### config.mk
export PLATFORM = sky130hd
export DESIGN_NAME = fp16_mul_result_stage
export DESIGN_NICKNAME = d
export VERILOG_FILES = /design/src/rtl/fp16_mul_result_stage.sv
export SDC_FILE = /design/constraint.sdc
export NUM_CORES = 1
export LEC_CHECK = 0
export ABC_CLOCK_PERIOD_IN_PS = 5700
export BUFFER_PORTS_ARGS = -buffer_cell sky130_fd_sc_hd__buf_2
export CAP_MARGIN = 20
export CORE_UTILIZATION = 54
export DETAILED_ROUTE_END_ITERATION = 7
export PLACE_DENSITY = 0.78
export SYNTH_ARGS = -nofsm -noshare
export SYNTH_HDL_FRONTEND = slang
export SYNTH_SLANG_ARGS = --single-unit
### constraint.sdc
create_clock -name clk -period 5.7 [get_ports clk]
set_input_delay 0.855 -clock clk [delete_from_list [all_inputs] [get_ports clk]]
set_output_delay 0.855 -clock clk [all_outputs]
set_load 0.02 [all_outputs]
### src/rtl/fp16_mul_result_stage.sv
// fp16_mul_result_stage: FIFO-buffered FP16 multiplier result stage with sticky exception flags and a saturating op counter
module fp16_mul_result_stage #(
  parameter int DEPTH   = 2,
  parameter int COUNT_W = 8
) (
  input  logic               clk,
  input  logic               reset_n,
  input  logic               in_valid,
  output logic               in_ready,
  input  logic [15:0]        in_result,
  input  logic [3:0]         in_flags,
  output logic               out_valid,
  input  logic               out_ready,
  output logic [15:0]        out_result,
  output logic [3:0]         out_flags,
  output logic               out_is_nan,
  input  logic               clear_sticky,
  output logic [2:0]         sticky_flags,
  output logic [COUNT_W-1:0] op_count
);
  localparam int AW = $clog2(DEPTH);
  logic [19:0]        mem [DEPTH];
  logic [AW-1:0]      wr_ptr, rd_ptr;
  logic [AW:0]        count;
  logic               push, pop, in_nan;
  logic [19:0]        head;
  logic [2:0]         sticky_base;
  logic [COUNT_W-1:0] cnt_base;
  assign in_ready   = count != (AW+1)'(DEPTH);
  assign out_valid  = count != '0;
  assign push       = in_valid && in_ready;
  assign pop        = out_valid && out_ready;
  assign head       = mem[rd_ptr];
  // Outputs read as zero when empty so an async reset clears them without an edge
  assign out_result = out_valid ? head[19:4] : '0;
  assign out_flags  = out_valid ? head[3:0] : '0;
  assign out_is_nan = out_valid && out_result[14:10] == 5'h1F && out_result[9:0] != '0;
  assign in_nan     = in_result[14:10] == 5'h1F && in_result[9:0] != '0;
  assign sticky_base = clear_sticky ? '0 : sticky_flags;
  assign cnt_base    = clear_sticky ? '0 : op_count;
  always_ff @(posedge clk)
    if (push) mem[wr_ptr] <= {in_result, in_flags};
  always_ff @(posedge clk or negedge reset_n)
    if (!reset_n) begin
      wr_ptr       <= '0;
      rd_ptr       <= '0;
      count        <= '0;
      sticky_flags <= '0;
      op_count     <= '0;
    end else begin
      wr_ptr       <= push ? wr_ptr + AW'(1) : wr_ptr;
      rd_ptr       <= pop ? rd_ptr + AW'(1) : rd_ptr;
      count        <= count + (AW+1)'(push) - (AW+1)'(pop);
      sticky_flags <= push ? sticky_base | {in_nan, in_flags[1:0]} : sticky_base;
      op_count     <= (push && cnt_base != '1) ? cnt_base + COUNT_W'(1) : cnt_base;
    end
endmodule
### Word-level counts from Yosys, hierarchy flattened

Memory sizes are Yosys's and may differ from the RTL's.
Index checks and enable logic that the tools add are counted.

| word-level totals | value |
|---|---|
| register bits after elaboration | 15 |
| memory bits (writable) | 40 |
| bits of input ports | 25 |
| logic and storage cells | 33 |
| memories kept | 1 |

Memories:

| memory | words | bits a word | rd ports | clocked after memory_dff | wr ports | line | text |
|---|---|---|---|---|---|---|---|
| mem | 2 | 20 | 1 | 0 | 1 | 22 | `logic [19:0] mem [DEPTH];` |

| operators by class | value |
|---|---|
| add/sub/neg operators | 5 |
| equality and inequality tests | 4 |
| mux-type cells | 8 |
| bitwise logic cells | 1 |
| reduce and logical (&&, ||, !) cells | 9 |

Operators with widths:

| kind | number |
|---|---|
| 10-bit nonzero test | 2 |
| 16-bit 2-to-1 mux | 1 |
| 8-bit 2-to-1 mux | 2 |
| 5-bit == test, second input constant | 2 |
| 8-bit by 1-bit adder with 8-bit output, second input constant | 1 |
| 8-bit != test, second input constant | 1 |
| 1-bit logical AND | 6 |
| 3-bit 2-to-1 mux | 2 |
| 4-bit 2-to-1 mux | 1 |
| 3-bit bitwise OR | 1 |
| 1-bit adder, second input constant | 2 |
| 2-bit by 1-bit adder with 2-bit output | 1 |
| 1-bit 2-to-1 mux | 2 |
| 2-bit != test, second input constant | 1 |
| 2-bit nonzero test | 1 |
| 2-bit by 1-bit subtractor with 2-bit output | 1 |

### Longest topological paths before layout

| logic depth | value |
|---|---|
| word-level depth | 5 |
| depth in mapped cells | 8 |

### Least setup slack after synthesis

OpenSTA, ideal clock, no wires.

| timing path | value |
|---|---|
| kind | reg2out |
| from | register rd_ptr |
| to | output out_is_nan |
| arrival | 1.907 ns |
| slack | 2.938 ns |
| stages on the path, launching flop included | 7 |
| cells stage by stage | dfrtp_1 clkbuf_2 buf_8 mux2i_1 nor2_1 nand4_1 nor4_1 |

| on the way | value |
|---|---|
| longest elaborated chain between the ends | 5 |
| elaborated cells between the ends (all ways) | 6 |
| classes of those cells | eq/ne (1); mux (1); reduce/logical (3); memory (1) |

RTL lines:

| element | line | text |
|---|---|---|
| start, declared | 23 | `logic [AW-1:0] wr_ptr, rd_ptr;` |
| start signal, assigned | 52 | `rd_ptr <= pop ? rd_ptr + AW'(1) : rd_ptr;` |
| memory read 2 x 20 bit | -- |  |
| 16-bit 2-to-1 mux | 35 | `assign out_result = out_valid ? head[19:4] : '0;` |
| named net out_result[10] | 14 | `output logic [15:0] out_result,` |
| 5-bit == test | 37 | `assign out_is_nan = out_valid && out_result[14:10] == 5'h1F && out_result[9:0] != '0;` |
| 1-bit logical AND (2 in a row) | 37 |  |
| end, declared | 16 | `output logic out_is_nan,` |

The timed path passes the listed nets, and every way through them passes these cells.

### Worst setup path after layout

| timing path | value |
|---|---|
| from | register rd_ptr |
| to | output out_is_nan |

| on the way | value |
|---|---|
| longest elaborated chain between the ends | 5 |
| elaborated cells between the ends (all ways) | 6 |
| classes of those cells | eq/ne (1); mux (1); reduce/logical (3); memory (1) |

RTL lines:

| element | line |
|---|---|
| memory read 2 x 20 bit (*) | -- |
| 16-bit 2-to-1 mux (*) | 35 |
| 5-bit == test | 37 |
| 1-bit logical AND | 37 |
| 1-bit logical AND (*) | 37 |

Every way passes the cells marked *; elsewhere a longest branch is shown, timed or not.

==> results by group <==
Clocking
  • H-tree depth: 2
  • Root buf cell: clkbuf_8
  • Worst skew pair latency: 0.30 ns
  • CTS clk-pin slew, worst paths: 0.09 ns
  • Post-cts sizing count: 0
  • Cts bufs inserted: 5
  • CTS hold repair buffers: 0
  • CTS Buffer Depth: 2
  • Clock sinks: 55
  • Post-CTS Setup Bufs: 0
  • TritonCTS clock tree: yes

Yosys
  • Synth Register Bits: 55
  • Synth cell count leaders: edfxtp_1 (40), nor2_1 (25), mux2i_1 (20)
  • Post-synth cell types: 34
  • Post-Syn Nets: roughly 200
  • Most numerous cell in the Yosys netlist: edfxtp_1
  • Area contributors post-synth: edfxtp_1 (51%), dfrtp_1 (16%), mux2i_1 (8.5%), nor2_1 (4.0%), xnor2_1 (2.6%)
  • Post-Syn Area: between 2000 and 2500 µm²
  • Asr flop ratio synth: 27.3%
  • Dominant synthesized flop cell: edfxtp_1
  • Yosys top cell area share: 51.2%
  • Post-synthesis sequential area ratio: 67.2%
  • Syn avg cell area: approximately 14 µm²
  • Synth area leader: edfxtp_1
  • Post-synth EDFFs: 40
  • Synth Warn #: 0
  • Post-Synthesis Cells: 167

STA
  • Final setup vio count: 0
  • Final Hold Slack: 0.442 ns
  • RSZ-0062 raised after global routing: no
  • Fmax: 0.296 GHz
  • Worst Skew: about 0.0034 ns
  • Setup TNS: 0 ns
  • Worst setup margin: between 2 and 2.5 ns
  • Min cycle time layout: 3.38 ns
  • Max Slew Vio Count: 0
  • Final number of hold-violating endpoints: 0
  • Worst slew pin tran: 1.06 ns
  • Final period utilization: 59.2%
  • Slew margin rel.: 29.2%

Final layout
  • Layout cells sized above 1: 32.0%
  • Fill cell count: 289
  • Nets: 255
  • Ant diodes: 0
  • Layout area overhead: 18.3%

Place
  • Post-detail-place hpwl: 3010 µm
  • PortBufs: between 50 and 60
  • Final Wtd Congestion: 0.795
  • Pre-CTS setup slack: 2.62 ns

Floorplanning
  • Die X: 67.9 µm
  • Io pins: 59
  • Core area: 4090 µm²
  • Initial core utilization: 57.4%
  • Die area: 4610 µm²
  • Placement Rows: 23
  • Die height: between 60 and 70 µm

Setup path
  • Required @ worst endpoint: 4.85 ns
  • CP max stage cell: dfrtp_1
  • Critical Path AT: 2.52 ns
  • Cells along the critical path: mux2i_1, a41oi_1, nor4_1, nor4_1, buf_2
  • Most common cell on crit path: nor4_1
  • Worst path max stage delay: 1.05 ns
  • Crit Path Class: reg2out
  • Startpoint types: register
  • Crit path max fanout: 21
  • Type of destination of the critical path: output pin

Global routing
  • Initial antenna violation count: 0
  • Largest net degree at the start of global routing: 26
  • First-pass GRT wire length: between 6000 and 7000 µm
  • Gr ovfl total: 0
  • GRT Util Overall: 19.9%
  • Vias in the first global route: 1385

Worst hold path
  • Hold WC Path Type: in2async

Power and ir drop
  • Peak supply drop: ~0.30 mV
  • Pwr Total: 1380 µW
  • Pwr dens: roughly 500 nW/µm²
  • Leakage: 0.00119 µW

Job
  • Max-cap violations: 0

Run status
  • Status: complete, no violations

Drt
  • Iteration-0 DRC Markers: 69
  • # DRC: 0
  • DR WL/cell: around 15 µm
  • DR pass1 iterations: 4
  • Drt total wl: about 4100 µm
  • Via density: 5.36
  • Via count: approximately 1.5k
  • Antenna violation net count after detailed routing: 0
[cell usage in the layout, fill, tap and decap left out, types with 3 or more instances in the layout]
| master | count |
|---|---|
| a21oi_1 | 3 |
| buf_2 | 58 |
| clkbuf_8 | 5 |
| dfrtp_1 | 15 |
| edfxtp_1 | 40 |
| ha_1 | 3 |
| inv_1 | 7 |
| mux2i_1 | 20 |
| nand2_1 | 4 |
| nand2b_1 | 3 |
| nand3_1 | 3 |
| nor2_1 | 24 |
| nor4_1 | 5 |
| o21ai_0 | 3 |
| or4_1 | 3 |
| xnor2_1 | 7 |
[sequential cells by signal, indices dropped and copies added, names as in the netlist]
name / count
sticky_flags: 3
count: 2
rd_ptr: 1
op_count: 8
wr_ptr: 1
mem: 40
[metal layers]
metal | track usage, % | share of wire, % | vias up
li1 | - | - | 727
met1 | 26.0 | 43 | 694
met2 | 31.3 | 50 | 63
met3 | 5.67 | 5.2 | 7
met4 | 8.07 | 1.6 | 0
met5 | 0 | 0 | -
[where the power goes]
part	switching, µW	internal, µW
logic	328	195
registers	67.8	533
clock network	122	133
[cells by family after synthesis]
family                   Yosys count  share of synthesized area (%)
buffers and inverters             13                           3.20
XOR/XNOR                           8                           2.99
AND/OR/NAND/NOR                   55                           12.0
AO/OA/AOI/OAI                     12                           4.05
multiplexers                      21                           9.01
flip-flops                        55                           67.2
adder cells (fa/ha/maj)            3                           1.60
[per-stage QoR]
| step | utilization, % | cell area [µm²] | instances |
|---|---|---|---|
| 2_1_floorplan | - | 2350 | 167 |
| 3_3_place_gp | 65.1 | 2660 | 270 |
| 3_5_place_dp | 65.1 | 2660 | 270 |
| 4_1_cts | 68.0 | 2780 | 278 |
| 5_1_grt | 68.0 | 2780 | 278 |
| 6_report | 68.0 | 2780 | 278 |
[worst max-delay path: cells and delay by family (launching register included)]
| kind | cells | cell delay (ns) |
|---|---|---|
| buffers and inverters | 1 | 0.20 |
| AOI/OAI and AO/OA | 1 | 0.15 |
| muxes | 1 | 0.34 |
| DFF | 1 | 1.05 |
| and+or+nand+nor | 2 | 0.48 |
[worst paths after layout]
check | startpoint | depth (start not counted) | end | slack, ns
hold / removal | reset_n | 1 | op_count[0] | 0.44
setup / recovery | rd_ptr | 5 | out_is_nan | 2.32
setup reg to reg | count[1] | 7 | count[1] | 3.44
max in group asynchronous | reset_n | 1 | rd_ptr | 5.00
hold reg to reg | wr_ptr | 1 | wr_ptr | 0.51
min in group clk | wr_ptr | 1 | wr_ptr | 0.51
[cell type report]
class / count / area (µm²) / area share [%]
clock buffers: 5 / 68.8 / 2.48
well taps: 50 / 62.6 / 2.25
clock inverters: 3 / 47.5 / 1.71
multi-input cells: 99 / 698 / 25.1
inverters: 7 / 26.3 / 0.946
flip-flops and latches: 55 / 1580 / 56.8
repair buffers: 59 / 298 / 10.7
No activity file was read; power rests on OpenSTA's default activity.
